--- config.mk ---
export PLATFORM = sky130hd
export DESIGN_NAME = pc_redirect_arbiter
export DESIGN_NICKNAME = d
export VERILOG_FILES = /design/src/rtl/pc_redirect_arbiter.sv
export SDC_FILE = /design/constraint.sdc
export NUM_CORES = 2
export LEC_CHECK = 0
export BUFFER_PORTS_ARGS = -buffer_cell sky130_fd_sc_hd__buf_4
export CAP_MARGIN = 20
export CORE_MARGIN = 2
export CORE_UTILIZATION = 40
export CTS_CLUSTER_DIAMETER = 40
export CTS_CLUSTER_SIZE = 24
export DETAILED_ROUTE_END_ITERATION = 16
export GPL_TIMING_DRIVEN = 0
export PLACE_DENSITY = 0.68
export SYNTH_ARGS = -nofsm -noshare
export SYNTH_HDL_FRONTEND = slang
export SYNTH_SLANG_ARGS = --single-unit
--- constraint.sdc ---
create_clock -name clk -period 25.3 [get_ports clk]
set_input_delay 3.795 -clock clk [delete_from_list [all_inputs] [get_ports clk]]
set_output_delay 3.795 -clock clk [all_outputs]
set_load 0.02 [all_outputs]
--- src/rtl/pc_redirect_arbiter.sv ---
// Buffers one JR redirect per SIC and offers the oldest one (wrap-aware issue-ID age) through a registered valid/ready output.
// Two-cycle pulse-to-offer latency; SIC capture never stalls, and younger work is squashed on accept or rollback.
module pc_redirect_arbiter #(
  parameter int NUM_SICS = 8,
  parameter int ID_WIDTH = 16
) (
  input  logic                         clk,
  input  logic                         rst_n,
  input  logic [NUM_SICS-1:0]          sic_pc_redirect_valid,
  input  logic [NUM_SICS*32-1:0]       sic_pc_redirect_pc,
  input  logic [NUM_SICS*ID_WIDTH-1:0] sic_pc_redirect_issue_id,
  input  logic [ID_WIDTH-1:0]          oldest_issue_id,
  input  logic                         rollback_trigger,
  output logic                         redirect_valid,
  output logic [31:0]                  redirect_pc,
  output logic [ID_WIDTH-1:0]          redirect_issue_id,
  input  logic                         redirect_ready
);

  localparam int IDX_W = (NUM_SICS > 1) ? $clog2(NUM_SICS) : 1;

  logic                r_slot_vld [NUM_SICS];
  logic [31:0]         r_slot_pc  [NUM_SICS];
  logic [ID_WIDTH-1:0] r_slot_id  [NUM_SICS];
  logic                r_out_vld;
  logic [31:0]         r_out_pc;
  logic [ID_WIDTH-1:0] r_out_id;

  logic [31:0]         w_in_pc      [NUM_SICS];
  logic [ID_WIDTH-1:0] w_in_id      [NUM_SICS];
  logic [ID_WIDTH-1:0] w_slot_age   [NUM_SICS];
  logic                w_slot_vld_nxt [NUM_SICS];
  logic [31:0]         w_slot_pc_nxt  [NUM_SICS];
  logic [ID_WIDTH-1:0] w_slot_id_nxt  [NUM_SICS];
  logic                w_win_vld;
  logic [IDX_W-1:0]    w_win_idx;
  logic [ID_WIDTH-1:0] w_win_age;
  logic [ID_WIDTH-1:0] w_out_age;
  logic                w_accept;
  logic                w_win_squash;
  logic                w_promote;

  function automatic logic [ID_WIDTH-1:0] f_age(input logic [ID_WIDTH-1:0] id,
                                                input logic [ID_WIDTH-1:0] base);
    return id - base;
  endfunction

  always_comb begin
    for (int i = 0; i < NUM_SICS; i++) begin
      w_in_pc[i]    = sic_pc_redirect_pc[i*32 +: 32];
      w_in_id[i]    = sic_pc_redirect_issue_id[i*ID_WIDTH +: ID_WIDTH];
      w_slot_age[i] = f_age(r_slot_id[i], oldest_issue_id);
    end
  end

  // Strict compare keeps the lowest index on equal age.
  always_comb begin
    w_win_vld = 1'b0;
    w_win_idx = '0;
    w_win_age = '0;
    for (int i = 0; i < NUM_SICS; i++) begin
      if (r_slot_vld[i] && (!w_win_vld || (w_slot_age[i] < w_win_age))) begin
        w_win_vld = 1'b1;
        w_win_idx = IDX_W'(i);
        w_win_age = w_slot_age[i];
      end
    end
  end

  assign w_out_age    = f_age(r_out_id, oldest_issue_id);
  assign w_accept     = r_out_vld && redirect_ready;
  // A winner no older than the accepted redirect is squashed, never promoted.
  assign w_win_squash = w_accept && (w_win_age >= w_out_age);
  assign w_promote    = w_win_vld && !rollback_trigger && !w_win_squash &&
                        (!r_out_vld || w_accept || (w_win_age < w_out_age));

  always_comb begin
    for (int i = 0; i < NUM_SICS; i++) begin
      w_slot_vld_nxt[i] = r_slot_vld[i] && !(w_promote && (w_win_idx == IDX_W'(i)));
      w_slot_pc_nxt[i]  = r_slot_pc[i];
      w_slot_id_nxt[i]  = r_slot_id[i];
      if (sic_pc_redirect_valid[i] &&
          (!w_slot_vld_nxt[i] || (f_age(w_in_id[i], oldest_issue_id) < w_slot_age[i]))) begin
        w_slot_vld_nxt[i] = 1'b1;
        w_slot_pc_nxt[i]  = w_in_pc[i];
        w_slot_id_nxt[i]  = w_in_id[i];
      end
      if (w_accept && (f_age(w_slot_id_nxt[i], oldest_issue_id) >= w_out_age)) begin
        w_slot_vld_nxt[i] = 1'b0;
      end
      if (rollback_trigger) begin
        w_slot_vld_nxt[i] = 1'b0;
      end
    end
  end

  always_ff @(posedge clk or negedge rst_n) begin
    if (!rst_n) begin
      for (int i = 0; i < NUM_SICS; i++) begin
        r_slot_vld[i] <= 1'b0;
        r_slot_pc[i]  <= '0;
        r_slot_id[i]  <= '0;
      end
    end else begin
      for (int i = 0; i < NUM_SICS; i++) begin
        r_slot_vld[i] <= w_slot_vld_nxt[i];
        r_slot_pc[i]  <= w_slot_pc_nxt[i];
        r_slot_id[i]  <= w_slot_id_nxt[i];
      end
    end
  end

  always_ff @(posedge clk or negedge rst_n) begin
    if (!rst_n) begin
      r_out_vld <= 1'b0;
      r_out_pc  <= '0;
      r_out_id  <= '0;
    end else if (rollback_trigger) begin
      r_out_vld <= 1'b0;
    end else if (w_promote) begin
      r_out_vld <= 1'b1;
      r_out_pc  <= r_slot_pc[w_win_idx];
      r_out_id  <= r_slot_id[w_win_idx];
    end else if (w_accept) begin
      r_out_vld <= 1'b0;
    end
  end

  assign redirect_valid    = r_out_vld;
  assign redirect_pc       = r_out_pc;
  assign redirect_issue_id = r_out_id;

endmodule

==> results.py <==
metrics = {
    "status": {
        "run_status": "finished, violations left",
        "failed_checks": "negative setup slack",
    },
    "synth": {
        "synth-edff-count": 0,
        "post_synth_inst_count": 4829,
        "yosys_warnings": 0,
        "synth_top_flop_cell": "sky130_fd_sc_hd__dfrtp_1",
        "syn-mean-instance-area_um2": 9.06,
        "synth_area_mm2": 0.0438,
        "synth-seq-cells": 441,
        "yosysUniqueCellTypes": 87,
        "synth_top_area_share": 0.252,
        "synth.area.top_cells": "sky130_fd_sc_hd__dfrtp_1 25%, sky130_fd_sc_hd__ha_1 21%, sky130_fd_sc_hd__mux2_2 9.3%",
        "post_synthesis_async_set_or_reset_flop_share": 1.00,
        "synth_largest_area_cell": "sky130_fd_sc_hd__dfrtp_1",
        "syn-num-nets": 6010,
        "synth_seq_area_share": 0.252,
    },
    "worst_setup_path": {
        "cp.buffers_inverters": 19,
        "slowest_stage": "sky130_fd_sc_hd__or3b_4",
        "crit_fanout": 13,
        "cpMostUsedCell": "sky130_fd_sc_hd__a21o_1",
        "critical_path_class": "primary input to register",
        "worst_ep_arrival_time_ps": 27440,
        "worstSetupEndpointType": "register",
        "crit_path_start_kind": "primary input",
        "critical_path.max_stage_delay_ps": 440,
        "crit_required_ps": 25840,
        "critPathTopFamily": "compound AO/OA/AOI/OAI gates",
    },
    "place": {
        "place_worst_setup_slack_ps": -6100,
        "place.detailed.hpwl_mm": 140,
        "portBuffers": 458,
        "place.gp.congestion": 0.969,
    },
    "grt": {
        "grt_max_degree": 119,
        "gr-total-overflow": 0,
        "antenna_found_initial": 29,
        "grt_pass1_vias": 41000,
        "grt_pass1_wl_mm": 253,
        "grt_usage": 0.304,
    },
    "routing": {
        "routed-via-count": 42000,
        "detail_route.vias_per_cell": 5.86,
        "wl_per_cell_um": 25.0,
        "firstDrtPassIters": 5,
        "drt-initial-drc-count": 3529,
        "drtAntennaViolNets": 0,
        "drt_drc_violations_left": 0,
        "routed_wl_mm": 179,
    },
    "die": {
        "dieWidth_um": 335,
        "area_of_the_core_mm2": 0.109,
        "initial_core_util": 0.403,
        "floorplan.die_area_mm2": 0.112,
        "ios": 461,
        "die_height_um": 335,
        "std_cell_rows": 121,
    },
    "sta": {
        "period_needed_ps": 26900,
        "fin_crit_sh": 1.06,
        "grt_setup_unrepaired": "yes",
        "fmaxAchievable_ghz": 0.0372,
        "timing_hold_violations_final": 0,
        "worst_pin_slew_ps": 1220,
        "finalMaxSlewViolations": 0,
        "timing.max_slew.rel_slack": 0.184,
        "setup-violations-final": 8,
        "clock-skew-final_ps": 26.4,
        "finalWorstSetupSlack_ps": -1600,
    },
    "flow_run": {
        "max_cap_violations": 0,
    },
    "min_path": {
        "type_of_the_tightest_min_delay_check": "register to register",
    },
    "cells_and_area": {
        "num-fill-cells": 9756,
        "layout.cells.most_common_list": "709 x sky130_fd_sc_hd__ha_1, 696 x sky130_fd_sc_hd__buf_4, 441 x sky130_fd_sc_hd__dfrtp_1",
        "final_common_cell": "sky130_fd_sc_hd__ha_1",
        "layout.nets": 6839,
        "drive_gt1_frac": 0.290,
        "area_growth_pct": 30.1,
    },
    "clock_tree": {
        "cts.clk_slew.worst_paths_ps": 50,
        "cts_tree": "built",
        "clock_sink_count": 441,
        "cts_max_level": 3,
        "cts_buffers": 85,
        "clock_latency_ps": 660,
        "ctsLongestPathBuffers": 3,
        "clock_tree.root_cell": "sky130_fd_sc_hd__clkbuf_16",
    },
}
-- Yosys cell counts (30+ instances only) --
master and instances:
sky130_fd_sc_hd__nand2b_1 61, sky130_fd_sc_hd__a21boi_0 105, sky130_fd_sc_hd__inv_1 395, sky130_fd_sc_hd__a21o_1 256, sky130_fd_sc_hd__ha_1 744, sky130_fd_sc_hd__nor2b_1 48, sky130_fd_sc_hd__nand2_1 404, sky130_fd_sc_hd__nor3_1 37
sky130_fd_sc_hd__a21oi_1 412, sky130_fd_sc_hd__nand3_1 38, sky130_fd_sc_hd__xnor2_1 161, sky130_fd_sc_hd__clkbuf_1 68, sky130_fd_sc_hd__mux2i_1 52, sky130_fd_sc_hd__a211oi_1 34, sky130_fd_sc_hd__mux2_2 361, sky130_fd_sc_hd__a221o_1 34
sky130_fd_sc_hd__nor2_1 268, sky130_fd_sc_hd__dfrtp_1 441, sky130_fd_sc_hd__buf_2 45, sky130_fd_sc_hd__o21ai_0 294, sky130_fd_sc_hd__mux2_1 30, sky130_fd_sc_hd__o22ai_1 47, sky130_fd_sc_hd__xor2_1 93
-- path summary, 6_finish.rpt --
check                           cells past startpoint               to               start  slack [ps]
worst min-delay path                                1   r_slot_pc[124]      r_slot_pc[124]         500
worst max register to register                    133    r_slot_vld[3]       r_slot_id[96]        1230
min in group asynchronous                           1  redirect_pc[10]               rst_n        3060
worst min register to register                      1   r_slot_pc[124]      r_slot_pc[124]         500
max in group asynchronous                           5    r_slot_id[35]               rst_n       19870
worst max-delay path                              133    r_slot_vld[3]  oldest_issue_id[0]       -1600
-- registers in the layout (all words and copies together) (netlist names) --
| name | cells |
|---|---|
| r_slot_id | 128 |
| r_slot_pc | 256 |
| r_slot_vld | 8 |
| redirect_issue_id | 16 |
| redirect_pc | 32 |
| redirect_valid | 1 |
-- final cells by class --
cell class | instances | area, um^2 | share of cell area
inverters | 396 | 1520 | 0.0267
flip-flops and latches | 441 | 11000 | 0.194
repair inverters | 2 | 10.0 | 0.000176
well taps | 1414 | 1770 | 0.0311
plain buffers | 132 | 1030 | 0.0180
multi-input cells | 3858 | 32500 | 0.571
repair buffers | 742 | 6080 | 0.107
diodes | 28 | 70.1 | 0.00123
clock buffers | 113 | 2390 | 0.0419
clock inverters | 41 | 524 | 0.00920
-- cell families after synthesis --
kind of cell             synth area share
adder cells (fa/ha/maj)             0.224
flip-flops                          0.252
buffers and inverters              0.0483
AND/OR/NAND/NOR                    0.0982
multiplexers                        0.117
XOR/XNOR                           0.0508
AO/OA/AOI/OAI                       0.209
-- per-layer routing --
metal | wire [um] | GRT usage | part of all wire
met1 | 73400 | 0.394 | 0.41
met4 | 9180 | 0.143 | 0.051
met3 | 14400 | 0.0508 | 0.081
met2 | 81900 | 0.494 | 0.46
met5 | 7 | 0 | 0.000039
-- stage by stage --
step / setup TNS [ps] / cells / util / hold WS (ps) / area [um^2]
after floorplan: -4390 / 4829 / - / 469 / 44200
after detailed placement: -989310 / 6724 / 0.460 / 493 / 50000
after global placement: -1316070 / 6701 / 0.455 / 486 / 49400
after global routing: -16880 / 7164 / 0.524 / 510 / 56900
after CTS: -10010 / 7073 / 0.512 / 505 / 55700
final: -11250 / 7167 / 0.524 / 503 / 57000
-- timing repair --
item | 4_1_cts | 5_1_grt
setup endpoints to repair | 441 | 48
hold buffers | 0 | 0
resized for setup | 310 | 165
gates cloned | 5 | 2
pin swaps | 204 | 165
buffers inserted | 191 | 66
Power is left out: the tool's default activity adds up to more than one toggle a clock period on the data nets, which glitch-free logic cannot reach.
